--- config.mk ---
export PLATFORM = sky130hd
export DESIGN_NAME = xgmii_tx_scheduler
export DESIGN_NICKNAME = d
export VERILOG_FILES = /design/src/rtl/xgmii_tx_scheduler.sv
export SDC_FILE = /design/constraint.sdc
export NUM_CORES = 1
export LEC_CHECK = 0
export ABC_AREA = 1
export CORE_AREA = 2 2 74 76
export CTS_CLUSTER_DIAMETER = 50
export DETAILED_ROUTE_END_ITERATION = 10
export DIE_AREA = 0 0 76 78
export PLACE_DENSITY = 0.83
export SLEW_MARGIN = 30
export SYNTH_ARGS = -nofsm -noshare
export SYNTH_HDL_FRONTEND = slang
export SYNTH_SLANG_ARGS = --single-unit
export TNS_END_PERCENT = 20
--- constraint.sdc ---
create_clock -name i_clk -period 3.27 [get_ports i_clk]
set_input_delay 0.8175 -clock i_clk [delete_from_list [all_inputs] [get_ports i_clk]]
set_output_delay 0.8175 -clock i_clk [all_outputs]
set_load 0.02 [all_outputs]
--- src/rtl/xgmii_tx_scheduler.sv ---
// xgmii_tx_scheduler: turns a 32-bit valid/ready MAC TX frame stream into XGMII column words.
// It inserts start/preamble, terminate and idle characters, holds the minimum inter-packet gap,
// freezes on encoder pause and aborts (error column + o_underrun pulse) frames that underrun.
// Ports: i_clk/i_reset (sync, active-high); i_tx_t* = frame stream in, o_tx_tready = accept;
//        o_xgmii_txd/txc/valid = registered column to encoder; i_xgmii_pause = encoder stall;
//        o_underrun = 1-cycle abort pulse, aligned with the 0xFE error column.
// Build option: define XGMII_TX_SCHED_DIC_EN to enable deficit idle count (d in 0..3).
module xgmii_tx_scheduler #(
  parameter int DATA_WIDTH = 32,
  parameter int CTRL_WIDTH = 4,
  parameter int MIN_IPG    = 12
) (
  input  logic                  i_clk,
  input  logic                  i_reset,
  input  logic [DATA_WIDTH-1:0] i_tx_tdata,
  input  logic [CTRL_WIDTH-1:0] i_tx_tkeep,
  input  logic                  i_tx_tvalid,
  input  logic                  i_tx_tlast,
  output logic                  o_tx_tready,
  output logic [DATA_WIDTH-1:0] o_xgmii_txd,
  output logic [CTRL_WIDTH-1:0] o_xgmii_txc,
  output logic                  o_xgmii_valid,
  input  logic                  i_xgmii_pause,
  output logic                  o_underrun
);

  localparam logic [31:0] IDLE_WORD  = 32'h07070707;
  localparam logic [31:0] START_WORD = 32'h555555FB;
  localparam logic [31:0] PRE_WORD   = 32'hD5555555;
  localparam logic [31:0] TERM_WORD  = 32'h070707FD;
  localparam logic [31:0] ERR_WORD   = 32'hFEFEFEFE;
  localparam logic [9:0]  IPG_MIN    = 10'(MIN_IPG);

  typedef enum logic [2:0] {ST_IDLE, ST_SOF2, ST_DATA, ST_TERM, ST_DROP} state_t;

  state_t      state_q, state_d;
  logic [31:0] txd_q, txd_d;
  logic [3:0]  txc_q, txc_d;
  logic [7:0]  ipg_q, ipg_d;
  logic        underrun_q, underrun_d;
  logic        valid_q;
  logic [7:0]  ipg_inc;
  logic        start_ok;

  // c counts idle bytes since the last T character; saturates so long gaps never wrap.
  assign ipg_inc = (ipg_q >= 8'd252) ? 8'd255 : ipg_q + 8'd4;

`ifdef XGMII_TX_SCHED_DIC_EN
  logic [1:0] dic_q, dic_d;
  logic [1:0] dic_start;
  logic [9:0] ipg_need;

  // Start may borrow up to 3 idle bytes; the borrowed amount is carried forward in d
  // so the long-run average gap still meets MIN_IPG.
  always_comb begin
    ipg_need  = {8'd0, dic_q} + IPG_MIN;
    start_ok  = ({2'd0, ipg_q} + 10'd3) >= ipg_need;
    dic_start = ({2'd0, ipg_q} >= ipg_need) ? 2'd0 : 2'(ipg_need - {2'd0, ipg_q});
  end
`else
  assign start_ok = {2'd0, ipg_q} >= IPG_MIN;
`endif

  // Beats are only taken while streaming or draining, never while the encoder is paused.
  assign o_tx_tready = !i_reset && !i_xgmii_pause &&
                       ((state_q == ST_DATA) || (state_q == ST_DROP));

  assign o_xgmii_txd   = txd_q;
  assign o_xgmii_txc   = txc_q;
  assign o_xgmii_valid = valid_q;
  assign o_underrun    = underrun_q;

  always_comb begin
    state_d    = state_q;
    txd_d      = txd_q;
    txc_d      = txc_q;
    ipg_d      = ipg_q;
    underrun_d = 1'b0;
`ifdef XGMII_TX_SCHED_DIC_EN
    dic_d      = dic_q;
`endif
    // A paused cycle holds every piece of state, including any pending abort decision.
    if (!i_xgmii_pause) begin
      case (state_q)
        ST_IDLE: begin
          if (i_tx_tvalid && start_ok) begin
            txd_d   = START_WORD;
            txc_d   = 4'b0001;
            state_d = ST_SOF2;
`ifdef XGMII_TX_SCHED_DIC_EN
            dic_d   = dic_start;
`endif
          end else begin
            txd_d = IDLE_WORD;
            txc_d = 4'hF;
            ipg_d = ipg_inc;
          end
        end
        ST_SOF2: begin
          txd_d   = PRE_WORD;
          txc_d   = 4'h0;
          state_d = ST_DATA;
        end
        ST_DATA: begin
          if (!i_tx_tvalid || (!i_tx_tlast && (i_tx_tkeep != 4'hF))) begin
            // Starved source or short non-last beat: poison the frame and drain the rest.
            txd_d      = ERR_WORD;
            txc_d      = 4'hF;
            ipg_d      = 8'd0;
            underrun_d = 1'b1;
            state_d    = (i_tx_tvalid && i_tx_tlast) ? ST_IDLE : ST_DROP;
          end else if (!i_tx_tlast) begin
            txd_d = i_tx_tdata;
            txc_d = 4'h0;
          end else begin
            case (i_tx_tkeep)
              4'hF: begin
                // Full last beat: T goes in the following column.
                txd_d   = i_tx_tdata;
                txc_d   = 4'h0;
                state_d = ST_TERM;
              end
              4'b0001: begin
                txd_d   = {16'h0707, 8'hFD, i_tx_tdata[7:0]};
                txc_d   = 4'b1110;
                ipg_d   = 8'd3;
                state_d = ST_IDLE;
              end
              4'b0011: begin
                txd_d   = {8'h07, 8'hFD, i_tx_tdata[15:0]};
                txc_d   = 4'b1100;
                ipg_d   = 8'd2;
                state_d = ST_IDLE;
              end
              4'b0111: begin
                txd_d   = {8'hFD, i_tx_tdata[23:0]};
                txc_d   = 4'b1000;
                ipg_d   = 8'd1;
                state_d = ST_IDLE;
              end
              default: begin
                // Non-contiguous or empty last-beat keep cannot be encoded: abort.
                txd_d      = ERR_WORD;
                txc_d      = 4'hF;
                ipg_d      = 8'd0;
                underrun_d = 1'b1;
                state_d    = ST_IDLE;
              end
            endcase
          end
        end
        ST_TERM: begin
          txd_d   = TERM_WORD;
          txc_d   = 4'hF;
          ipg_d   = 8'd4;
          state_d = ST_IDLE;
        end
        ST_DROP: begin
          txd_d = IDLE_WORD;
          txc_d = 4'hF;
          ipg_d = ipg_inc;
          if (i_tx_tvalid && i_tx_tlast) state_d = ST_IDLE;
        end
        default: state_d = ST_IDLE;
      endcase
    end
  end

  always_ff @(posedge i_clk) begin
    if (i_reset) begin
      state_q    <= ST_IDLE;
      txd_q      <= IDLE_WORD;
      txc_q      <= 4'hF;
      ipg_q      <= 8'd255;
      underrun_q <= 1'b0;
      valid_q    <= 1'b0;
`ifdef XGMII_TX_SCHED_DIC_EN
      dic_q      <= 2'd0;
`endif
    end else begin
      state_q    <= state_d;
      txd_q      <= txd_d;
      txc_q      <= txc_d;
      ipg_q      <= ipg_d;
      underrun_q <= underrun_d;
      // Valid marks a column freshly produced on this edge; paused edges repeat the old one.
      valid_q    <= !i_xgmii_pause;
`ifdef XGMII_TX_SCHED_DIC_EN
      dic_q      <= dic_d;
`endif
    end
  end

endmodule

==> flow_results.org <==
** Run status
- The flow ran to the end, and the final reports show no timing, DRC or antenna violations.

** Worst hold path
- The path class of the tightest hold or removal check is reg2reg.

** Logic synthesis
- After Yosys synthesis, XOR and XNOR cells account for less than 1% of the synthesized area.
- Syn_area_per_cell :: between 6 and 7 um2
- Cell type with the highest aggregate area in the netlist :: sky130_fd_sc_hd__dfxtp_1
- Post-synthesis register bit count :: 47
- In the synthesized netlist the dominant register cell turns out to be sky130_fd_sc_hd__dfxtp_1.
- Yosys printed 0 warnings.
- Counting distinct cell types in the post-synthesis netlist gives 31.
- Counting every net in the synthesized netlist gives 400.
- Post-synthesis share of cell area spent on full adders, half adders and majority gates :: 0.511%
- Counting flops with an async set or reset pin after synthesis yields a share of 0%.
- Simple-gate share of the synthesized area :: 35.0%
- The share of the Yosys chip area taken by registers is 38.4%.
- After synthesis, the largest family of logic cells by area is simple AND/OR/NAND/NOR gates.
- Synthesized netlist cell count :: around 360
- Multiplexer cells account for 0% of the synthesized area.
- By area the synthesized netlist is led by sky130_fd_sc_hd__dfxtp_1 (38%), sky130_fd_sc_hd__nand2_1 (15%), sky130_fd_sc_hd__nand3_1 (8.4%), sky130_fd_sc_hd__a21oi_1 (6.7%), sky130_fd_sc_hd__o21ai_0 (5.3%).
- Summed over its instances, the top area cell type makes up 38.4% of the synthesized netlist area.
- The synthesized netlist devotes 16.5% of its cell area to compound gates.
- Yosys mapped a number of flops with a built-in enable equal to 0.
- Post-synthesis instance area :: 0.00245 mm2

** Clock tree
- Clock latency on the worst-skew pair, taken at its later pin, is ~300 ps.
- Count of clock tree sinks :: 47
- Clk root buf :: sky130_fd_sc_hd__clkbuf_8
- Once the clock tree was built, the resizer swapped 0 gates to a different size.
- Buffers inserted to repair hold after CTS numbered 0.
- Clock buffer count from CTS :: 5
- CTS tree :: done
- H-tree Lvls :: 2
- Clock slew seen by the registers of the worst setup and hold paths :: 90 ps
- Number of buffers inserted by post-CTS setup repair :: 0
- Maximum root-to-sink buffer count :: 2

** Timing
- The count of pins over their slew limit is 0.
- Setup repair after global routing left no endpoint under its margin.
- For the final routed database, the setup TNS stands at 0 ps.
- Maximum clock rate :: 0.331 GHz
- Final critical delay including setup and external delays :: 3020 ps
- Worst Tran Pin Value :: around 530 ps
- For the final database, setup skew stands at between 8 and 9 ps.
- Final Cycle Share :: 92.3%
- Number of endpoints with negative hold slack in the final report :: 0
- In this run the tightest slew margin relative to its limit is between 60% and 70%.
- Setup violations remaining at the end of the flow were counted as 0.

** Final layout
- Post-synthesis to final-layout area growth :: 37.1%
- Number of nets in the layout :: 474
- The post-route netlist has 7.39% of its cells at a drive strength greater than 1.
- 0 antenna diodes ended up in the layout.
- Most common cell after layout, fill and taps aside :: sky130_fd_sc_hd__nand2_1
- Most frequent cells in the layout :: sky130_fd_sc_hd__nand2_1 (99), sky130_fd_sc_hd__clkdlybuf4s50_1 (79), sky130_fd_sc_hd__dfxtp_1 (47)

** Power and ir drop
- Dividing total power by cell area gives a power density of 487 mW/mm2.
- VDD sags by at most 0.250 mV.
- The analysis attributes to cell leakage a power of 0.00144 uW.
- After layout, the design draws a total of 1640 uW.

** Floorplan
- Initial standard-cell utilization of the core :: 48.6%
- Total number of placement rows :: 26
- Die Span Y :: 78 um
- Die outline width :: 76 um
- The core region is approximately 0.0050 mm2.
- Pin placement for this block handled 80 I/O pins.
- The die covers 0.00593 mm2.

** Detailed routing
- In the routed design, unresolved DRC markers number 0.
- Across all layers, the routed design uses 2646 vias.
- Final antenna-violating net count :: 0
- For this block, the routed nets add up to 6.69 mm of wire.
- Wire per inst :: 13.3 um
- For this block, the initial DRC count from the detailed router was about 150.
- After detailed routing, the number of vias per cell comes to ~5.3.
- The pre-antenna-repair detailed-routing pass consisted of 6 iterations.

** Worst setup path
- CP Data Arrival Time :: between 2000 and 2500 ps
- Critical path's slowest cell :: sky130_fd_sc_hd__clkdlybuf4s50_1
- For the worst setup path, the data required time is between 2000 and 2500 ps.
- Launching element type of the critical path :: input pin
- Slowest Stage Delay on Critical Path :: 630 ps
- On the critical path the largest part of the delay comes from buffers and inverters.
- The worst setup path is captured at an output pin.
- Of all nets on the critical path, the largest fanout is 2.
- Among the stages of the critical path, the cell type that occurs most often is sky130_fd_sc_hd__clkdlybuf4s50_1.
- The critical path goes through clkdlybuf4s50_1 > nor2_1 > a21boi_0 > clkdlybuf4s50_1.
- Bufs and invs on worst path :: 2
- The critical path in this run is classified as in2out.

** Place
- Final estimated routing congestion in global placement :: ~0.89
- In this run the tool buffered the top-level ports with 79 buffer cells.
- DPL Wire Length :: 4.88 mm

** GRT
- Number of antenna violations at the first check in global routing :: 0
- Vias in the first global route :: 2518
- Overall overflow remaining after global route :: 0
- Across every metal layer, demand over resource in global routing totals 22.9%.
- Wire length of the first global-routing pass :: 11.1 mm
- Entering global routing, the biggest net connects 30 pins.

** Flow run
- Max capacitance violation total :: 0
-- sequential cells by signal, indices dropped and copies added (netlist names) --
signal / cells
o_xgmii_txd: 32
o_underrun: 1
o_xgmii_valid: 1
o_xgmii_txc: 4
ipg_q: 6
state_q: 3
-- cells by family after synthesis --
group / after synthesis
AO/OA/AOI/OAI: 72
adder cells (fa/ha/maj): 1
buffers and inverters: 50
flip-flops: 47
AND/OR/NAND/NOR: 187
XOR/XNOR: 1
-- layout make-up --
class,instances,area [um2]
Tap cell,70,87.6
Multi-Input combinational cell,261,1280
Inverter,35,131
Fill cell,431,1680
Sequential cell,47,941
Clock buffer,8,100
Timing Repair Buffer,82,813
-- report_power, final --
part / switching, uW / total, uW / internal (uW)
combinational: 328 / 565 / 237
clock: 193 / 386 / 193
sequential: 46.6 / 684 / 637
-- path summary, 6_finish.rpt --
kind	startpoint	end	slack (ps)	cells past startpoint
max	i_reset	o_tx_tready	250	4
min reg2reg	o_xgmii_txd[21]$_SDFFE_PP0P_	o_xgmii_txd[21]$_SDFFE_PP0P_	470	2
min	o_xgmii_txd[21]$_SDFFE_PP0P_	o_xgmii_txd[21]$_SDFFE_PP0P_	470	2
max reg2reg	ipg_q[2]$_SDFFE_PP1P_	o_xgmii_txd[22]$_SDFFE_PP0P_	1500	9
-- Yosys cell counts (3+ instances only) --
cell and instances:
sky130_fd_sc_hd__clkbuf_1 5, sky130_fd_sc_hd__o21ai_0 26, sky130_fd_sc_hd__inv_1 28, sky130_fd_sc_hd__nand4_1 4, sky130_fd_sc_hd__nor2_4 3, sky130_fd_sc_hd__nand3_1 41, sky130_fd_sc_hd__buf_6 3, sky130_fd_sc_hd__nor2_2 3
sky130_fd_sc_hd__nand2_1 99, sky130_fd_sc_hd__buf_2 5, sky130_fd_sc_hd__a21oi_1 33, sky130_fd_sc_hd__nor2_1 25, sky130_fd_sc_hd__inv_2 7, sky130_fd_sc_hd__nand3b_1 5, sky130_fd_sc_hd__dfxtp_1 47
-- per-stage QoR --
stage	std cells	hold slack, ps	instance area [um2]	utilization [%]	setup slack, ps
after floorplan	358	457	2450	-	822
after global placement	495	454	3260	64.6	241
after detailed placement	495	457	3260	64.6	226
after CTS	503	471	3360	66.6	226
after global routing	503	500	3360	66.6	155
final	503	470	3360	66.6	252
-- worst register-to-register path: cells and delay by family (launching register included) --
family                     cells  cell delay [ps]
AOI/OAI and AO/OA              1              140
DFF                            1              340
adders and majority gates      1              240
and+or+nand+nor                6              910
buffers and inverters          1               50
-- metal layers --
metal / track usage (%) / vias to the layer above / wire [um]
met2: 41.5 / 94 / 3270
met3: 5.70 / 10 / 480
li1: - / 1318 / -
met1: 26.6 / 1224 / 2840
met4: 7.27 / 0 / 102
met5: 0 / - / 0
Note: power is estimated with default switching activity, not from simulation.
